**src/rtl/uart_pkg.sv**
```systemverilog
// rtl/uart_pkg.sv - shared types and constants for the UART byte path
package uart_pkg;

   localparam int unsigned UART_DATA_BITS            = 8;
   localparam int unsigned UART_CLKS_PER_BIT_DEFAULT = 868;

   typedef enum logic [2:0] {
      IDLE,
      POP,
      WAIT,
      LOAD,
      START,
      DATA,
      STOP
   } uart_state_e;

endpackage

```
**src/rtl/uart_baud_tick.sv**
```systemverilog
// rtl/uart_baud_tick.sv - bit-period counter with synchronous restart
module uart_baud_tick
   import uart_pkg::*;
#(
   parameter int unsigned CLKS_PER_BIT = UART_CLKS_PER_BIT_DEFAULT
) (
   input  logic clk_i,
   input  logic rst_ni,
   input  logic clear_i,
   output logic bit_tick_o,
   output logic pre_tick_o
);

   localparam int unsigned W = $clog2(CLKS_PER_BIT);
   localparam logic [W-1:0] LAST = W'(CLKS_PER_BIT - 1);
   localparam logic [W-1:0] PRE  = W'(CLKS_PER_BIT - 2);

   logic [W-1:0] cnt_q, cnt_d;

   always_comb begin
      cnt_d = cnt_q + W'(1);
      if (clear_i || (cnt_q == LAST)) begin
         cnt_d = '0;
      end
   end

   always_ff @(posedge clk_i or negedge rst_ni) begin
      if (!rst_ni) begin
         cnt_q <= '0;
      end else begin
         cnt_q <= cnt_d;
      end
   end

   // pre_tick lets the parent register an output that lands on the last cycle of a bit
   assign bit_tick_o = (cnt_q == LAST);
   assign pre_tick_o = (cnt_q == PRE);

endmodule

```
**src/rtl/uart_fifo_drain_tx.sv**
```systemverilog
// rtl/uart_fifo_drain_tx.sv - drains the byte FIFO and serialises each byte as 8N1
module uart_fifo_drain_tx
   import uart_pkg::*;
#(
   parameter int unsigned CLKS_PER_BIT = UART_CLKS_PER_BIT_DEFAULT,
   parameter int unsigned STOP_BITS    = 1
) (
   input  logic                      clock_100M,
   input  logic                      reset_n,
   input  logic                      enable,
   input  logic                      fifo_empty,
   input  logic [UART_DATA_BITS-1:0] fifo_data,
   output logic                      tx_irq,
   output logic                      uart_txd,
   output logic                      tx_busy,
   output logic                      tx_done,
   output logic [7:0]                byte_count
);

   uart_state_e               state_q, state_d;
   logic [UART_DATA_BITS-1:0] shift_q, shift_d;
   logic [2:0]                bit_cnt_q, bit_cnt_d;
   logic                      stop_cnt_q, stop_cnt_d;
   logic                      txd_q, txd_d;
   logic                      irq_q, irq_d;
   logic                      busy_q, busy_d;
   logic                      done_q, done_d;
   logic [7:0]                count_q, count_d;
   logic                      baud_clear, bit_tick, pre_tick, last_stop;

   assign baud_clear = !(state_q inside {START, DATA, STOP});
   assign last_stop  = (STOP_BITS == 1) ? 1'b1 : stop_cnt_q;

   uart_baud_tick #(
      .CLKS_PER_BIT(CLKS_PER_BIT)
   ) u_baud (
      .clk_i     (clock_100M),
      .rst_ni    (reset_n),
      .clear_i   (baud_clear),
      .bit_tick_o(bit_tick),
      .pre_tick_o(pre_tick)
   );

   always_comb begin
      state_d    = state_q;
      shift_d    = shift_q;
      bit_cnt_d  = bit_cnt_q;
      stop_cnt_d = stop_cnt_q;
      done_d     = 1'b0;
      count_d    = count_q;

      case (state_q)
         IDLE:  if (enable && !fifo_empty) state_d = POP;
         POP:   state_d = WAIT;
         WAIT:  state_d = LOAD;
         LOAD: begin
            shift_d = fifo_data;
            state_d = START;
         end
         START: begin
            if (bit_tick) begin
               state_d   = DATA;
               bit_cnt_d = 3'd0;
            end
         end
         DATA: begin
            if (bit_tick) begin
               shift_d = shift_q >> 1;
               if (bit_cnt_q == 3'd7) begin
                  state_d    = STOP;
                  bit_cnt_d  = 3'd0;
                  stop_cnt_d = 1'b0;
               end else begin
                  bit_cnt_d = bit_cnt_q + 3'd1;
               end
            end
         end
         STOP: begin
            if (pre_tick && last_stop) begin
               done_d  = 1'b1;
               count_d = count_q + 8'd1;
            end
            if (bit_tick) begin
               if (last_stop) state_d = IDLE;
               else           stop_cnt_d = 1'b1;
            end
         end
         default: state_d = IDLE;
      endcase

      // Outputs are decoded from the next state so the registered pins line up with it
      irq_d  = (state_d == POP);
      busy_d = (state_d != IDLE);
      case (state_d)
         START:   txd_d = 1'b0;
         DATA:    txd_d = shift_d[0];
         default: txd_d = 1'b1;
      endcase
   end

   always_ff @(posedge clock_100M or negedge reset_n) begin
      if (!reset_n) begin
         state_q    <= IDLE;
         shift_q    <= '0;
         bit_cnt_q  <= 3'd0;
         stop_cnt_q <= 1'b0;
         txd_q      <= 1'b1;
         irq_q      <= 1'b0;
         busy_q     <= 1'b0;
         done_q     <= 1'b0;
         count_q    <= 8'd0;
      end else begin
         state_q    <= state_d;
         shift_q    <= shift_d;
         bit_cnt_q  <= bit_cnt_d;
         stop_cnt_q <= stop_cnt_d;
         txd_q      <= txd_d;
         irq_q      <= irq_d;
         busy_q     <= busy_d;
         done_q     <= done_d;
         count_q    <= count_d;
      end
   end

   assign tx_irq     = irq_q;
   assign uart_txd   = txd_q;
   assign tx_busy    = busy_q;
   assign tx_done    = done_q;
   assign byte_count = count_q;

endmodule

```
**config.mk**
```make
export PLATFORM = sky130hd
export DESIGN_NAME = uart_fifo_drain_tx
export DESIGN_NICKNAME = d
export VERILOG_FILES = /design/src/rtl/uart_pkg.sv /design/src/rtl/uart_baud_tick.sv /design/src/rtl/uart_fifo_drain_tx.sv
export SDC_FILE = /design/constraint.sdc
export NUM_CORES = 1
export LEC_CHECK = 0
export BUFFER_PORTS_ARGS = -buffer_cell sky130_fd_sc_hd__buf_2
export CORE_MARGIN = 4
export CORE_UTILIZATION = 45
export CTS_BUF_LIST = sky130_fd_sc_hd__clkbuf_8
export DETAILED_ROUTE_END_ITERATION = 8
export GPL_TIMING_DRIVEN = 0
export PLACE_DENSITY = 0.67
export SYNTH_ARGS = -nofsm -noshare
export SYNTH_HDL_FRONTEND = slang
export SYNTH_SLANG_ARGS = --single-unit
export TNS_END_PERCENT = 10
```
**constraint.sdc**
```tcl
create_clock -name clock_100M -period 1.7 [get_ports clock_100M]
set_input_delay 0 -clock clock_100M [delete_from_list [all_inputs] [get_ports clock_100M]]
set_output_delay 0 -clock clock_100M [all_outputs]
set_load 0.005 [all_outputs]
```
==> results of run 1 <==
## sequential cells by signal, indices dropped and copies added, names as in the netlist
name and count:
tx_irq 1, shift_q 8, u_baud.cnt_q 10, state_q 3, tx_done 1, tx_busy 1, bit_cnt_q 3, byte_count 8
uart_txd 1
## repair_timing
action / 4_1_cts / 5_1_grt
resized for setup: 1 / 12
hold endpoints to repair: 37 / 0
setup endpoints to repair: 10 / 17
pin swaps: 1 / 1
hold buffers: 4 / 0
## per-layer routing
| metal | track usage [%] | routed length [µm] | up-vias |
|---|---|---|---|
| li1 | - | - | 632 |
| met1 | 19.2 | 1490 | 667 |
| met2 | 23.9 | 1630 | 21 |
| met3 | 5.97 | 176 | 4 |
| met4 | 6.26 | 57 | 0 |
| met5 | 0 | 0 | - |
## worst max path at each step
| stage | endpoint | slack (ns) |
|---|---|---|
| 2_1_floorplan | bit_cnt_q[0] | 0.1 |
| 3_3_place_gp | uart_txd | -0.008 |
| 3_5_place_dp | uart_txd | -0.04 |
| 4_1_cts | byte_count[1] | -0.02 |
| 5_1_grt | bit_cnt_q[0] | -0.05 |
| 6_report | bit_cnt_q[0] | 0.02 |
## critical path: cells and delay by family (launching register included)
kind | cells | cell delay (ns)
flip-flops | 1 | 0.42
AND/OR/NAND/NOR | 2 | 0.57
buffers and inverters | 2 | 0.24
multiplexers | 1 | 0.31
## final cells by class
type	count	area (µm²)	share of cell area, %
plain buffers	7	45.0	2.13
flip-flops and latches	36	905	42.8
repair buffers	27	155	7.35
clock inverters	2	10.0	0.474
inverters	6	22.5	1.07
clock buffers	6	82.6	3.91
well taps	48	60.1	2.84
multi-input cells	108	832	39.4
## cells by family (layout without fill, tap and decap cells)
family / count (synthesis) / count (layout) / share of synthesized area, %
simple gates: 58 / 58 / 19.6
flops: 36 / 36 / 51.1
mux: 2 / 2 / 1.28
compound gates: 28 / 28 / 13.5
xor+xnor: 15 / 15 / 7.44
fa+ha+maj: 5 / 5 / 3.54
buf+inv: 13 / 48 / 3.61
## where the power goes
group | switching [mW] | internal (mW) | leakage (nW)
sequential | 0.112 | 1.03 | 0.472
combinational | 0.401 | 0.327 | 0.472
clock | 0.303 | 0.323 | 0.0510
total | 0.816 | 1.68 | 0.996
## cells in the mapped netlist, drive strengths merged, types with 3 or more instances
cell	n
dfrtp	35
nor2	15
a22o	12
nand3	11
xnor2	11
inv	6
ha	5
nand2	5
clkbuf	4
nand2b	4
nor3	4
o21ai	4
xor2	4
buf	3
nand4	3
nor4	3
## through the flow
step / TNS, ns / setup WS, ns / utilization [%]
2_1_floorplan: 0 / 0.0996 / -
3_3_place_gp: -0.00751 / -0.00751 / 52.2
3_5_place_dp: -0.176 / -0.0438 / 52.2
4_1_cts: -0.0187 / -0.0187 / 55.8
5_1_grt: -0.143 / -0.0481 / 56.8
6_report: 0 / 0.0207 / 56.8
==> impl_metrics.toml, run 1 <==
[sta]
tightest_slew_ns = 0.793
slew_headroom_pct = 47.1
hold_viol = 0
rsz0062_at_grt = "true"
layout_min_cycle_time_ns = 1.68
finClkSkew_ns = 0.00739
fin_crit_sh_pct = 98.8
setup_viol = 0
maxSlewViolCount = 0
fmaxAchievable_ghz = 0.595
hold_ws_ns = 0.0427

[finish]
nFillCells = 337
final_cell_mix = "33 x dfrtp_1, 23 x buf_2, 15 x nor2_1"
layout.nets = 208
diodes = 0
area_growth_pct = 19.6
stdcell_count = 240
final_layout_size_suffix_gt1_share_pct = 26.6
final_cell_area_mm2 = 0.00211
final_common_cell = "dfrtp_1"

[synthesis]
yosysTopAreaCellShare_pct = 49.6
synth_edf_count = 0
ys_seq_area_share_pct = 51.1
synthCells = 157
ys_warn_count = 0
syn_area_mm2 = 0.00177
ys_ff_latch = 36
syn-num-nets = 174
yosysTopAreaCell = "dfrtp_1"
yosys-top-cells-area = "dfrtp_1 50%, a22o_1 6.0%, xnor2_1 5.5%"
async_flop_share_pct = 100
synth_cell_types = 46
syn_avg_cell_area_um2 = 11.2
synth_flop_cell = "dfrtp_1"

[drt]
drt_drc_violations_left = 0
wire_per_inst_um = 14.0
viasPerCell = 5.52
routed_wl_um = 3350
drt-initial-drc-count = 40
vias = 1324
ant_nets = 0
dr.pass1.iters = 4

[global_route]
grt_pass1_vias = 1349
antenna_found_initial = 0
grt_pass1_wl_um = 6050
grt_start_max_net_pins = 37
grt_use_total_pct = 15.3
overflow = 0

[die]
core_area_mm2 = 0.00372
ioPinCount = 24
initial_core_util_pct = 47.5
row_count = 22
die_w_um = 70.6
die_h_um = 70.6
dieArea_mm2 = 0.00499

[clock_tree]
cts_tree = "built"
numCtsBuffers = 5
clock-sinks = 36
clock_path_buffers = 2
path_clk_slew_ns = 0.07
clock-root-buffer = "clkbuf_8"
cts-htree-levels = 2
post_cts_buffers = 0
clock_latency_ns = 0.29

[job]
cap_viol_max_count = 0

[place]
dpl.hpwl_um = 2360
place.gp.congestion = 0.786
portBuffers = 23
place_area_mm2 = 0.00194
dpl.cell_count = 228

[worst_setup_path]
slowest_delay_ns = 0.42
rrSetupSlack_ns = 0.02
slowest_stage = "dfrtp_1"
crit_path_frequent_cell = "buf_6"
path_max_fanout = 10
cp.required_ns = 1.87
r2r_end = "bit_cnt_q[0]"
worstPathCellList = "and4bb_4 -> and4_4 -> buf_6 -> buf_6 -> mux2_1"
arrival_ns = 1.85
reg2reg_depth = 5
start_kind = "flip-flop"
crit_type = "flip-flop to flip-flop"
timing.rr.start = "u_baud.cnt_q[7]"
crit_start = "u_baud.cnt_q[7]"
cp-end-kind = "flip-flop"

[min_path]
hold_end = "shift_q[3]"
holdPathStages = 3
min-delay-start = "fifo_data[3]"
min_path_type = "input port to flip-flop"

[run_status]
run_status = "finished, final reports clean"

[pwr]
irDropWorstVdd_uv = 432
leakage_nw = 0.996
total_power_mw = 2.49
power_density_mw_per_mm2 = 1180
No activity file was read; power rests on OpenSTA's default activity.
==> inputs of run 2 (changes only) <==
Settings changed: RECOVER_POWER set to 50, SKIP_CTS_REPAIR_TIMING set to 1.
==> run 2 against run 1 <==
First-iteration DRC count up 48%. Hold slack worse by 0.00068 ns. Via count up 1.1%. Non-clock buffer count up 6. Clock power about the same. Register-to-register slack better by 0.03 ns. Core utilization up 1.0 points. Combinational power up 1%. Sequential share of layout area down 0.77 points. Setup slack better by 0.029 ns. Critical endpoint is now uart_txd. Largest cell class unchanged. Largest power group unchanged. Highest routed layer unchanged.
==> impl_metrics.toml, run 2 (same netlist as run 1, synthesis figures left out) <==
[run_status]
run_status = "finished, final reports clean"

[global_route]
grt_use_total_pct = 15.0
overflow = 0
grt_pass1_wl_um = 5930
antenna_found_initial = 0
grt_start_max_net_pins = 37
grt_pass1_vias = 1323

[sta]
fin_crit_sh_pct = 97.1
finClkSkew_ns = 0.00685
setup_slack_ns = 0.0499
tightest_slew_ns = 0.884
setup_viol = 0
layout_min_cycle_time_ns = 1.65
fmaxAchievable_ghz = 0.606
hold_viol = 0
rsz0062_at_grt = "true"
maxSlewViolCount = 0
slew_headroom_pct = 41.1

[die]
ioPinCount = 24
core_area_mm2 = 0.00372
die_w_um = 70.6
initial_core_util_pct = 47.5
dieArea_mm2 = 0.00499
die_h_um = 70.6
row_count = 22

[finish]
top_register = "u_baud.cnt_q"
nFillCells = 334
final_common_cell = "dfrtp_1"
stdcell_count = 246
largest_reg_flops = 10
seq_area_um2 = 905
area_growth_pct = 21.8
diodes = 0
multi_input_area_um2 = 831
final_cell_area_mm2 = 0.00215
layout.nets = 214
final_cell_mix = "33 x dfrtp_1, 15 x nor2_1, 15 x buf_2"
final_layout_size_suffix_gt1_share_pct = 25.8

[drt]
dr.pass1.iters = 4
vias = 1338
wire_per_inst_um = 14.2
viasPerCell = 5.44
drt_drc_violations_left = 0
ant_nets = 0
routed_wl_um = 3490
drt-initial-drc-count = 59

[clock_tree]
clock_path_buffers = 2
numCtsBuffers = 5
clock_latency_ns = 0.29
clock-root-buffer = "clkbuf_8"
clock-sinks = 36
cts-htree-levels = 2
path_clk_slew_ns = 0.07
cts_tree = "built"

[min_path]
holdPathStages = 3
min-delay-start = "fifo_data[3]"
hold_end = "shift_q[3]"
min_path_type = "input port to flip-flop"

[worst_setup_path]
path_max_fanout = 10
worstPathCellList = "and4bb_2 -> and4_4 -> buf_6 -> buf_8 -> o211a_1 -> o31ai_2"
cp.required_ns = 1.90
crit_type = "flip-flop to flip-flop"
reg2reg_depth = 6
arrival_ns = 1.85
start_kind = "flip-flop"
slowest_stage = "dfrtp_1"
rrSetupSlack_ns = 0.05
cp-end-kind = "flip-flop"
timing.rr.start = "u_baud.cnt_q[4]"
r2r_end = "uart_txd"
slowest_delay_ns = 0.41

[place]
preCtsSetupSlack_ns = -0.0438
portBuffers = 23
place_area_mm2 = 0.00194
dpl.cell_count = 228
dpl.hpwl_um = 2360
place.gp.congestion = 0.786

[pwr]
irDropWorstVdd_uv = 428
power_density_mw_per_mm2 = 1160
leakage_nw = 0.998
total_power_mw = 2.50

[job]
cap_viol_max_count = 0
[run 2: where the power goes]
part	total [mW]	leakage, nW	switching [mW]	internal (mW)
logic	0.735	0.475	0.409	0.327
registers	1.14	0.472	0.111	1.03
clock network	0.629	0.0510	0.306	0.323
total	2.50	0.998	0.826	1.68
[run 2: how the worst max path moves through the flow]
stage | cells after the start | endpoint | from | slack (ns)
after detailed placement | 6 | uart_txd | state_q[1] | -0.04
after CTS | 6 | uart_txd | state_q[1] | -0.07
after global routing | 3 | byte_count[1] | u_baud.cnt_q[4] | -0.05
final | 6 | uart_txd | u_baud.cnt_q[4] | 0.05
after global placement | 6 | uart_txd | state_q[1] | -0.008
after floorplan | 5 | bit_cnt_q[0] | u_baud.cnt_q[2] | 0.1
[run 2: routing by layer]
| layer | GRT usage [%] | wire, µm | vias to the layer above |
|---|---|---|---|
| li1 | - | - | 647 |
| met1 | 19.0 | 1580 | 667 |
| met2 | 23.1 | 1680 | 20 |
| met3 | 5.97 | 171 | 4 |
| met4 | 6.26 | 56 | 0 |
| met5 | 0 | 0 | - |
[run 2: critical path, delay by kind of cell (launching register included)]
kind            cells  cell delay, ns
buf+inv             2            0.25
simple gates        2            0.46
flops               1            0.41
compound gates      2            0.44
[run 2: layout make-up]
type | instances | area share (%)
flip-flops and latches | 36 | 42.1
multi-input cells | 108 | 38.6
repair buffers | 33 | 8.90
clock buffers | 6 | 3.84
well taps | 48 | 2.79
plain buffers | 7 | 2.27
inverters | 6 | 1.05
clock inverters | 2 | 0.465
[run 2: stage by stage]
stage | setup TNS [ns] | hold slack, ns | utilization [%]
2_1_floorplan | 0 | -0.296 | -
3_3_place_gp | -0.00751 | 0.117 | 52.2
3_5_place_dp | -0.176 | 0.130 | 52.2
4_1_cts | -0.411 | -0.186 | 54.7
5_1_grt | -0.0745 | 0.0581 | 57.9
6_report | 0 | 0.0421 | 57.9
==> inputs of run 3 (changes only) <==
Settings changed: PLACE_DENSITY 0.67 to 0.77.
==> run 3 against run 2 <==
Core utilization decreased by 0.54 points. Maximum frequency decreased by 2.4%. Sequential power about the same. Non-clock buffer count decreased by 1. Critical path type unchanged. Critical endpoint unchanged.
==> impl_metrics.toml, run 3 (same netlist as run 1, synthesis figures left out) <==
[sta]
hold_viol = 0
finClkSkew_ns = 0.00291
fmaxAchievable_ghz = 0.591
tightest_slew_ns = 0.875
layout_min_cycle_time_ns = 1.69
fin_crit_sh_pct = 99.5
setup_viol = 0
maxSlewViolCount = 0
hold_ws_ns = 0.0432
slew_headroom_pct = 41.7
rsz0062_at_grt = "true"

[worst_setup_path]
timing.rr.start = "u_baud.cnt_q[5]"
arrival_ns = 1.88
path_max_fanout = 7
r2r_end = "uart_txd"
cp-end-kind = "flip-flop"
crit_path_end = "uart_txd"
reg2reg_depth = 6
crit_start = "u_baud.cnt_q[5]"
start_kind = "flip-flop"
crit_type = "flip-flop to flip-flop"
cp.required_ns = 1.89
rrSetupSlack_ns = 0.009

[finish]
final_layout_size_suffix_gt1_share_pct = 24.4
final_util_pct = 57.3
final_cell_mix = "33 x dfrtp_1, 16 x buf_2, 15 x nor2_1"
final_common_cell = "dfrtp_1"
area_growth_pct = 20.7
layout.nets = 213
largest_reg_flops = 10
diodes = 0
nFillCells = 324
top_register = "u_baud.cnt_q"
stdcell_count = 245
final_cell_area_mm2 = 0.00213

[clock_tree]
clock-sinks = 36
cts-htree-levels = 2
clock_latency_ns = 0.28
clock-root-buffer = "clkbuf_8"
numCtsBuffers = 5
clock_path_buffers = 2
cts_tree = "built"
path_clk_slew_ns = 0.07

[global_route]
overflow = 0
grt_pass1_wl_um = 5640
grt_pass1_vias = 1198
grt_use_total_pct = 14.1
antenna_found_initial = 0
grt_start_max_net_pins = 37

[drt]
dr.pass1.iters = 4
routed_wl_um = 3510
drt_drc_violations_left = 0
drt-initial-drc-count = 64
viasPerCell = 5.34
wire_per_inst_um = 14.3
vias = 1308
ant_nets = 0

[pwr]
p_int_mw = 1.67
pwr-share-clk_pct = 24.3
irDropWorstVdd_uv = 567
leakage_nw = 0.998
seqPwrFrac_pct = 46.3
switchingPower_mw = 0.795
power_density_mw_per_mm2 = 1160
comb_power_share_pct = 29.3
p_sw_share_pct = 32.2

[die]
initial_core_util_pct = 47.5
core_area_mm2 = 0.00372
ioPinCount = 24
die_h_um = 70.6
row_count = 22
dieArea_mm2 = 0.00499
die_w_um = 70.6

[place]
place.gp.congestion = 0.808
portBuffers = 23
place_area_mm2 = 0.00194
dpl.hpwl_um = 2310
dpl.cell_count = 228

[job]
cap_viol_max_count = 0

[run_status]
run_status = "finished, final reports clean"

[min_path]
min_path_type = "input port to flip-flop"
-- run 3: cell count changes in the layout (fill, tap and decap cells not counted), sizes merged --
cell | before | now
buf | 23 | 26
clkbuf | 19 | 17
dlygate4sd3 | 4 | 2
clkinv | 2 | 0
inv | 6 | 8
-- run 3: power groups by stage --
stage	Combinational (mW)	Clock [mW]	Sequential (mW)
floorplan	0.541	0	1.13
global placement	0.686	0	1.15
detailed placement	0.704	0	1.15
CTS	0.706	0.617	1.14
global route	0.812	0.645	1.16
finish	0.724	0.600	1.14
-- run 3: area by class of cell --
type                    count  area (µm²)  area share (%)
clock inverters             2        7.51           0.352
well taps                  48        60.1            2.82
multi-input cells         108         826            38.8
plain buffers               7        47.5            2.23
flip-flops and latches     36         905            42.5
repair buffers             32         180            8.46
inverters                   6        22.5            1.06
clock buffers               6        82.6            3.88
-- run 3: worst min-delay path by stage --
stage                          start            end  slack [ns]  depth (start not counted)
after global placement       reset_n  byte_count[0]        0.12                          1
final                     fifo_empty         tx_irq        0.04                          3
after global routing          enable         tx_irq        0.03                          3
after floorplan              reset_n   bit_cnt_q[0]       -0.30                          0
after CTS                    reset_n  byte_count[2]       -0.18                          1
after detailed placement     reset_n  byte_count[2]        0.14                          1
-- run 3: layer usage --
metal	global-route usage (%)	wire length, µm	vias up
met5	0	0	-
met4	6.26	47	0
met3	3.41	176	4
met2	20.9	1670	31
met1	19.8	1610	626
li1	-	-	647
-- run 3: through the flow --
step	setup WS, ns	power, mW	TNS, ns
2_1_floorplan	0.0996	1.67	0
3_3_place_gp	-0.0478	1.84	-0.167
3_5_place_dp	-0.0362	1.85	-0.167
4_1_cts	-0.0885	2.46	-0.430
5_1_grt	-0.0788	2.62	-0.253
6_report	0.00878	2.47	0
-- run 3: critical path, cell delays in order (launching register included) --
cell,delay [ns]
dfrtp_2,0.44
and4bb_2,0.27
and4_4,0.17
buf_6,0.12
buf_8,0.13
o211a_1,0.25
o31ai_2,0.21
